[src/rtl/fifo_ctrl_pkg.sv]
`default_nettype none
// ============================================================================
// Module      : fifo_ctrl_pkg
// Description : Shared types and helpers for the line-FIFO burst drain
//               scheduler: FSM state encoding, burst length width, skid depth.
// Revision    : 1.0 - initial release
// ============================================================================
package fifo_ctrl_pkg;

  // Scheduler states; explicit 2-bit encoding
  typedef enum logic [1:0] {
    IDLE = 2'd0,
    REQ  = 2'd1,
    DATA = 2'd2
  } state_t;

  // Default full-burst length in beats
  localparam int BURST_LEN_DEFAULT = 16;

  // Width of the burst_len port (covers 1..256)
  localparam int BURST_LEN_W = 9;

  // Skid buffer depth: two entries cover the 1-cycle FIFO read latency
  localparam int SKID_DEPTH = 2;

  // Ceiling log2, usable in constant expressions
  function automatic int clog2(input int value);
    int result;
    int v;
    result = 0;
    v      = value - 1;
    while (v > 0) begin
      result = result + 1;
      v      = v >> 1;
    end
    return result;
  endfunction

  // Bits needed to hold a skid entry count of 0..SKID_DEPTH
  localparam int SKID_CNT_W = clog2(SKID_DEPTH + 1);

endpackage : fifo_ctrl_pkg
`default_nettype wire

[src/rtl/fifo_ctrl_skid.sv]
`default_nettype none
// ============================================================================
// Module      : fifo_ctrl_skid
// Description : 2-entry valid/ready skid buffer fed by a FIFO with 1-cycle
//               read latency. Entry count is exported so the scheduler can
//               keep reads in flight without ever overrunning the buffer.
// Revision    : 1.0 - initial release
// ============================================================================
module fifo_ctrl_skid
  import fifo_ctrl_pkg::*;
#(
  parameter int DATA_WIDTH = 32
) (
  input  logic                  clk,
  input  logic                  rst,
  input  logic                  push_valid,
  input  logic [DATA_WIDTH-1:0] push_data,
  input  logic                  pop_ready,
  output logic                  out_valid,
  output logic [DATA_WIDTH-1:0] out_data,
  output logic [SKID_CNT_W-1:0] count
);

  logic [DATA_WIDTH-1:0] head_q, head_d;
  logic [DATA_WIDTH-1:0] tail_q, tail_d;
  logic [SKID_CNT_W-1:0] count_q, count_d;
  logic                  pop;

  assign out_valid = (count_q != '0);
  assign out_data  = head_q;
  assign count     = count_q;
  assign pop       = out_valid && pop_ready;

  // Next-state of the two entries: head is always the oldest beat
  always_comb begin
    head_d  = head_q;
    tail_d  = tail_q;
    count_d = count_q;
    case ({push_valid, pop})
      2'b10: begin
        if (count_q == '0) head_d = push_data;
        else               tail_d = push_data;
        count_d = count_q + SKID_CNT_W'(1);
      end
      2'b01: begin
        head_d  = tail_q;
        count_d = count_q - SKID_CNT_W'(1);
      end
      2'b11: begin
        if (count_q == SKID_CNT_W'(1)) begin
          head_d = push_data;
        end else begin
          head_d = tail_q;
          tail_d = push_data;
        end
      end
      default: ;
    endcase
  end

  // Entry storage; cleared on reset so wdata reads zero
  always_ff @(posedge clk or posedge rst) begin
    if (rst) begin
      head_q  <= '0;
      tail_q  <= '0;
      count_q <= '0;
    end else begin
      head_q  <= head_d;
      tail_q  <= tail_d;
      count_q <= count_d;
    end
  end

endmodule : fifo_ctrl_skid
`default_nettype wire

[src/rtl/fifo_burst_drain_ctrl.sv]
`default_nettype none
// ============================================================================
// Module      : fifo_burst_drain_ctrl
// Description : Read-side scheduler for the sync line FIFO. Tracks occupancy,
//               drains in BURST_LEN bursts via burst_req/burst_ack and a
//               per-beat valid/ready handshake, and flushes the remainder as
//               a short burst on frame_end.
//               Optional overflow counter: define FIFO_CTRL_ERR_CNT_EN to add
//               err_cnt / err_ovf.
// Revision    : 1.0 - initial release
// ============================================================================
module fifo_burst_drain_ctrl
  import fifo_ctrl_pkg::*;
#(
  parameter int ADDR_WIDTH = 10,
  parameter int DATA_WIDTH = 32,
  parameter int BURST_LEN  = BURST_LEN_DEFAULT
) (
  input  logic                   clk,
  input  logic                   rst,
  input  logic                   fifo_wr_en,
  input  logic                   fifo_full,
  input  logic                   fifo_empty,
  output logic                   fifo_rd_en,
  input  logic [DATA_WIDTH-1:0]  fifo_rd_data,
  input  logic                   frame_end,
  output logic                   burst_req,
  output logic [BURST_LEN_W-1:0] burst_len,
  input  logic                   burst_ack,
  output logic [DATA_WIDTH-1:0]  wdata,
  output logic                   wvalid,
  input  logic                   wready,
  output logic                   wlast,
  output logic [ADDR_WIDTH:0]    level,
  output logic                   busy,
`ifdef FIFO_CTRL_ERR_CNT_EN
  output logic [15:0]            err_cnt,
  output logic                   err_ovf,
`endif
  output logic                   flush_done
);

  localparam int LVL_W = ADDR_WIDTH + 1;

  state_t                 state_q, state_d;
  logic [BURST_LEN_W-1:0] len_q, len_d;
  logic [BURST_LEN_W-1:0] fetched_q, fetched_d;
  logic [BURST_LEN_W-1:0] sent_q, sent_d;
  logic [LVL_W-1:0]       level_q, level_d;
  logic                   pending_q, pending_d;
  logic                   inflight_q;
  logic                   flush_clear;
  logic                   wr_accept;
  logic                   beat_fire;
  logic                   is_last;
  logic [SKID_CNT_W-1:0]  skid_count;
  logic [2:0]             slots_used;

  fifo_ctrl_skid #(
    .DATA_WIDTH (DATA_WIDTH)
  ) u_skid (
    .clk        (clk),
    .rst        (rst),
    .push_valid (inflight_q),
    .push_data  (fifo_rd_data),
    .pop_ready  (wready),
    .out_valid  (wvalid),
    .out_data   (wdata),
    .count      (skid_count)
  );

  assign wr_accept = fifo_wr_en && !fifo_full;
  assign beat_fire = wvalid && wready;
  assign is_last   = (sent_q == len_q - BURST_LEN_W'(1));
  assign wlast     = wvalid && is_last;
  assign burst_len = len_q;
  assign level     = level_q;
  assign busy      = (state_q != IDLE);

  // Skid slots that stay occupied after this cycle's pop, counting the read
  // already in flight; keeping this below 2 sustains 1 beat/cycle safely.
  assign slots_used = 3'(skid_count) + 3'(inflight_q) - 3'(beat_fire);

  // Scheduler next-state and outputs
  always_comb begin
    state_d     = state_q;
    len_d       = len_q;
    fetched_d   = fetched_q;
    sent_d      = sent_q;
    burst_req   = 1'b0;
    fifo_rd_en  = 1'b0;
    flush_done  = 1'b0;
    flush_clear = 1'b0;
    case (state_q)
      IDLE: begin
        if (level_q >= LVL_W'(BURST_LEN)) begin
          state_d = REQ;
          len_d   = BURST_LEN_W'(BURST_LEN);
        end else if (pending_q && (level_q != '0)) begin
          state_d = REQ;
          len_d   = BURST_LEN_W'(level_q);
        end else if (pending_q) begin
          flush_done  = 1'b1;
          flush_clear = 1'b1;
        end
      end
      REQ: begin
        burst_req = 1'b1;
        if (burst_ack) begin
          state_d   = DATA;
          fetched_d = '0;
          sent_d    = '0;
        end
      end
      DATA: begin
        if ((slots_used < 3'd2) && (fetched_q < len_q) && !fifo_empty) begin
          fifo_rd_en = 1'b1;
          fetched_d  = fetched_q + BURST_LEN_W'(1);
        end
        if (beat_fire) begin
          sent_d = sent_q + BURST_LEN_W'(1);
          if (is_last) begin
            state_d = IDLE;
            if (pending_q && (level_q == '0)) begin
              flush_done  = 1'b1;
              flush_clear = 1'b1;
            end
          end
        end
      end
      default: state_d = IDLE;
    endcase
  end

  // Occupancy and sticky flush request
  always_comb begin
    level_d = level_q + LVL_W'(wr_accept) - LVL_W'(fifo_rd_en);
    if (flush_clear) pending_d = 1'b0;
    else             pending_d = pending_q | frame_end;
  end

  // Scheduler registers; reset aborts any burst in progress
  always_ff @(posedge clk or posedge rst) begin
    if (rst) begin
      state_q    <= IDLE;
      len_q      <= '0;
      fetched_q  <= '0;
      sent_q     <= '0;
      level_q    <= '0;
      pending_q  <= 1'b0;
      inflight_q <= 1'b0;
    end else begin
      state_q    <= state_d;
      len_q      <= len_d;
      fetched_q  <= fetched_d;
      sent_q     <= sent_d;
      level_q    <= level_d;
      pending_q  <= pending_d;
      inflight_q <= fifo_rd_en;
    end
  end

`ifdef FIFO_CTRL_ERR_CNT_EN
  logic [15:0] err_cnt_q, err_cnt_d;
  logic        err_ovf_q, err_ovf_d;
  logic        ovf_attempt;

  assign ovf_attempt = fifo_wr_en && fifo_full;
  assign err_cnt     = err_cnt_q;
  assign err_ovf     = err_ovf_q;

  // Saturating overflow-attempt counter and sticky flag
  always_comb begin
    err_cnt_d = err_cnt_q;
    err_ovf_d = err_ovf_q | ovf_attempt;
    if (ovf_attempt && (err_cnt_q != 16'hFFFF)) err_cnt_d = err_cnt_q + 16'd1;
  end

  // Overflow statistics registers
  always_ff @(posedge clk or posedge rst) begin
    if (rst) begin
      err_cnt_q <= '0;
      err_ovf_q <= 1'b0;
    end else begin
      err_cnt_q <= err_cnt_d;
      err_ovf_q <= err_ovf_d;
    end
  end
`endif

endmodule : fifo_burst_drain_ctrl
`default_nettype wire
[config.mk]
export PLATFORM = sky130hd
export DESIGN_NAME = fifo_burst_drain_ctrl
export DESIGN_NICKNAME = d
export VERILOG_FILES = /design/src/rtl/fifo_ctrl_pkg.sv /design/src/rtl/fifo_ctrl_skid.sv /design/src/rtl/fifo_burst_drain_ctrl.sv
export SDC_FILE = /design/constraint.sdc
export NUM_CORES = 1
export LEC_CHECK = 0
export ABC_AREA = 1
export BUFFER_PORTS_ARGS = -buffer_cell sky130_fd_sc_hd__buf_2
export CAP_MARGIN = 0
export CORE_AREA = 5 5 80 156
export DETAILED_ROUTE_END_ITERATION = 7
export DIE_AREA = 0 0 85 161
export GPL_TIMING_DRIVEN = 0
export PLACE_DENSITY = 0.77
export SYNTH_ARGS = -nofsm -noshare
export SYNTH_HDL_FRONTEND = slang
export SYNTH_HIERARCHICAL = 1
export SYNTH_SLANG_ARGS = --single-unit
[constraint.sdc]
create_clock -name clk -period 4.85 [get_ports clk]
set_input_delay 0.97 -clock clk [delete_from_list [all_inputs] [get_ports clk]]
set_output_delay 0.97 -clock clk [all_outputs]
set_load 0.02 [all_outputs]
==> results.ini <==
[yosys]
synth-adder-area-share_pct = 8.33
yosysMostFrequentCell = nand2_1
synth_edf_count = 0
synth-xor-area-share_pct = 2.90
synth_simple_gate_area_share_pct = 34.2
synth_nets = 923
synth_top_family_by_area = simple AND/OR/NAND/NOR gates
synth_top_cell_by_area = dfrtp_1
yosysWarnings = 6
muxShareOfSynthArea_pct = 0
synthTopCellsByCount = 335 x nand2_1, 108 x dfrtp_1, 94 x nand3_1
synth_cell_types = 36
synth_flop_cell = dfrtp_1
ys_ff_latch = 108
yosysSeqAreaShare_pct = 42.7
synth_compound_area_share_pct = 4.25
syn_avg_cell_area_um2 = 7.52
synth_top_cell_area_share_pct = 42.7
async_reset_ff_share_pct = 100
ys_top_cells_by_area = dfrtp_1 43%, nand2_1 20%, ha_1 7.7%, nand3_1 7.4%, inv_1 4.8%
synth_area_um2 = 6330
netlist_instances = 842

[floorplan]
core-area_um2 = 11100
initial_core_util_pct = 56.8
die_w_um = 85
row_count = 55
die_h_um = 161
fp.dieArea_um2 = 13700
pin_count = 98

[routing]
wl_um = 14600
wl_met2_um = 7050
met3WireLength_um = 927
drt_iter0_drc = 328
ant_nets = 0
highest-signal-layer = met4
wl_met1_um = 6260
drc = 0
vias = 5665
dr.pass1.iters = 7
wire_per_inst_um = 13.3
vias_per_cell = 5.15

[power_and_ir_drop]
p_sw_mw = 2.40
internal-power_mw = 2.64
swShare_pct = 47.7
p_total_mw = 5.04
combPwrFrac_pct = 54.1
power_leakage_nw = 4.19
peakVddDrop_mv = 0.554
p_clk_share_pct = 14.0
power_density_nw_per_um2 = 688
seq_power_share_pct = 31.9

[final_layout]
antennaDiodeCount = 0
syn2layout_area_growth_pct = 15.6
final_nets = 1033
layout-drive-gt1-share_pct = 16.9

[global_route]
grt_overflow = 0
gr-usage-all-layers_pct = 22.4
antenna_found_initial = 0
grt_max_degree = 43
grt_pass1_wl_um = 25400
grt_pass1_vias = 5448

[timing]
slew_violations = 0
worst_slew_margin_rel_pct = 60.5
rsz0062_at_grt = no
finalCriticalPeriod_ns = 4.18
clock-skew-final_ns = 0.00975
max_freq_ghz = 0.239
tightest_slew_ns = 0.592
fin_crit_sh_pct = 86.1
setup_violations = 0
finalSetupTns_ns = 0
hold_violations = 0

[clock_tree]
htreeDepth = 3
cts_inserted_buffers = 9
cts_setup_buffers = 0
cts_hold_buf = 0
cts_root_buffer = clkbuf_16
clock_path_buffers = 2
ctsResizeCount = 0
clk_pin_slew_worst_paths_ns = 0.07
clock_sinks = 108
clock_latency_ns = 0.35
tritoncts = done

[worst_hold_path]
hold_end = u_skid/tail_q[9]
hold_depth = 2
hold_class = reg -> reg
min-delay-start = u_skid/tail_q[9]

[placement]
place_congestion = 0.944
numPortBuffers = 97
dp_hpwl_um = 11200

[critical_path]
critical_path.max_fanout = 5
r2r_end = level[8]
reg2reg_depth = 22
cp.arrival_ns = 4.44
worstSetupStartpointType = flip-flop
r2r_slack_ns = 0.67
cp.required_ns = 5.11
worstReg2RegStart = u_skid/count[1]
endpoint_kind = flip-flop
crit_type = reg -> reg

[run_status]
status = completed

[run]
drv_cap = 0

power by group through the flow:
stage               Combinational [mW]  Clock [mW]  Sequential (mW)
floorplan                         1.79           0             1.81
global placement                  2.64           0             1.61
detailed placement                2.73           0             1.62
CTS                               2.74       0.727             1.61
global route                      3.11       0.761             1.67
finish                            2.72       0.706             1.61
cell type report:
class                   count  area, µm²
flip-flops and latches    108       2700
clock inverters             6       53.8
repair buffers             99        526
fillers                   994       3830
well taps                 142        178
inverters                  88        330
multi-input cells         621       3150
clock buffers              10        229
plain buffers              25        153
how the worst max path moves through the flow:
stage                     slack [ns]            start  cells past startpoint        to
after floorplan                  1.0           wready                     19  level[8]
after global placement          0.62           wready                     20  level[8]
after detailed placement        0.48           wready                     20  level[8]
after CTS                       0.64  u_skid/count[1]                     22  level[8]
after global routing            0.31  u_skid/count[1]                     22  level[8]
final                           0.67  u_skid/count[1]                     22  level[8]
worst max-delay path, stage by stage, from the launching register on:
cell	delay, ns
dfrtp_1	0.43
inv_1	0.09
ha_1	0.22
inv_2	0.13
nand2_1	0.08
nor2_1	0.17
o21ai_0	0.16
fa_1	0.39
xor2_1	0.16
nor2_1	0.13
nand4_1	0.12
nor2_1	0.13
nand2_2	0.08
inv_1	0.15
ha_1	0.25
inv_1	0.05
ha_1	0.20
inv_1	0.08
fa_1	0.46
inv_1	0.12
a21oi_1	0.10
o21bai_1	0.21
xor2_1	0.17
state kept, by name, indices dropped and copies added (netlist names), 2 cells and up:
name,flops
burst_len,9
fetched_q,9
level,11
sent_q,9
state_q,2
u_skid/count,2
u_skid/out_data,32
u_skid/tail_q,32
through the flow:
stage / instance area, µm² / util (%) / setup slack (ns) / std cells / hold slack (ns)
floorplan: 6330 / - / 0.998 / 842 / 0.442
global placement: 7000 / 62.8 / 0.616 / 1081 / 0.453
detailed placement: 7040 / 63.1 / 0.484 / 1083 / 0.459
CTS: 7320 / 65.7 / 0.639 / 1099 / 0.477
global route: 7320 / 65.7 / 0.311 / 1099 / 0.490
finish: 7320 / 65.7 / 0.672 / 1099 / 0.475
layer usage:
metal,up-vias,global-route usage [%]
met4,0,8.14
met5,-,0
met3,30,3.78
met1,2605,30.2
li1,2856,-
met2,174,36.1
placed cells by master (no fill, tap or decap), types with 3 or more instances in the layout:
| master | count |
|---|---|
| inv_2 | 8 |
| clkbuf_16 | 9 |
| inv_1 | 79 |
| nand2_1 | 335 |
| ha_1 | 39 |
| nand2_4 | 4 |
| nor2_4 | 3 |
| nor2_1 | 52 |
| o21ai_0 | 19 |
| xor2_1 | 15 |
| buf_4 | 5 |
| clkbuf_1 | 4 |
| o31ai_1 | 3 |
| a21oi_1 | 13 |
| nand3_1 | 94 |
| buf_6 | 3 |
| buf_2 | 111 |
| nand2_2 | 7 |
| xnor2_1 | 6 |
| dfrtp_1 | 108 |
| nand4_1 | 4 |
| nor3_1 | 9 |
cell families after synthesis:
group,Yosys count
xor gates and xnor gates,21
and+or+nand+nor,514
adders and majority gates,41
AOI/OAI and AO/OA,45
buffers and inverters,113
DFF,108
No activity file was read; power rests on OpenSTA's default activity.
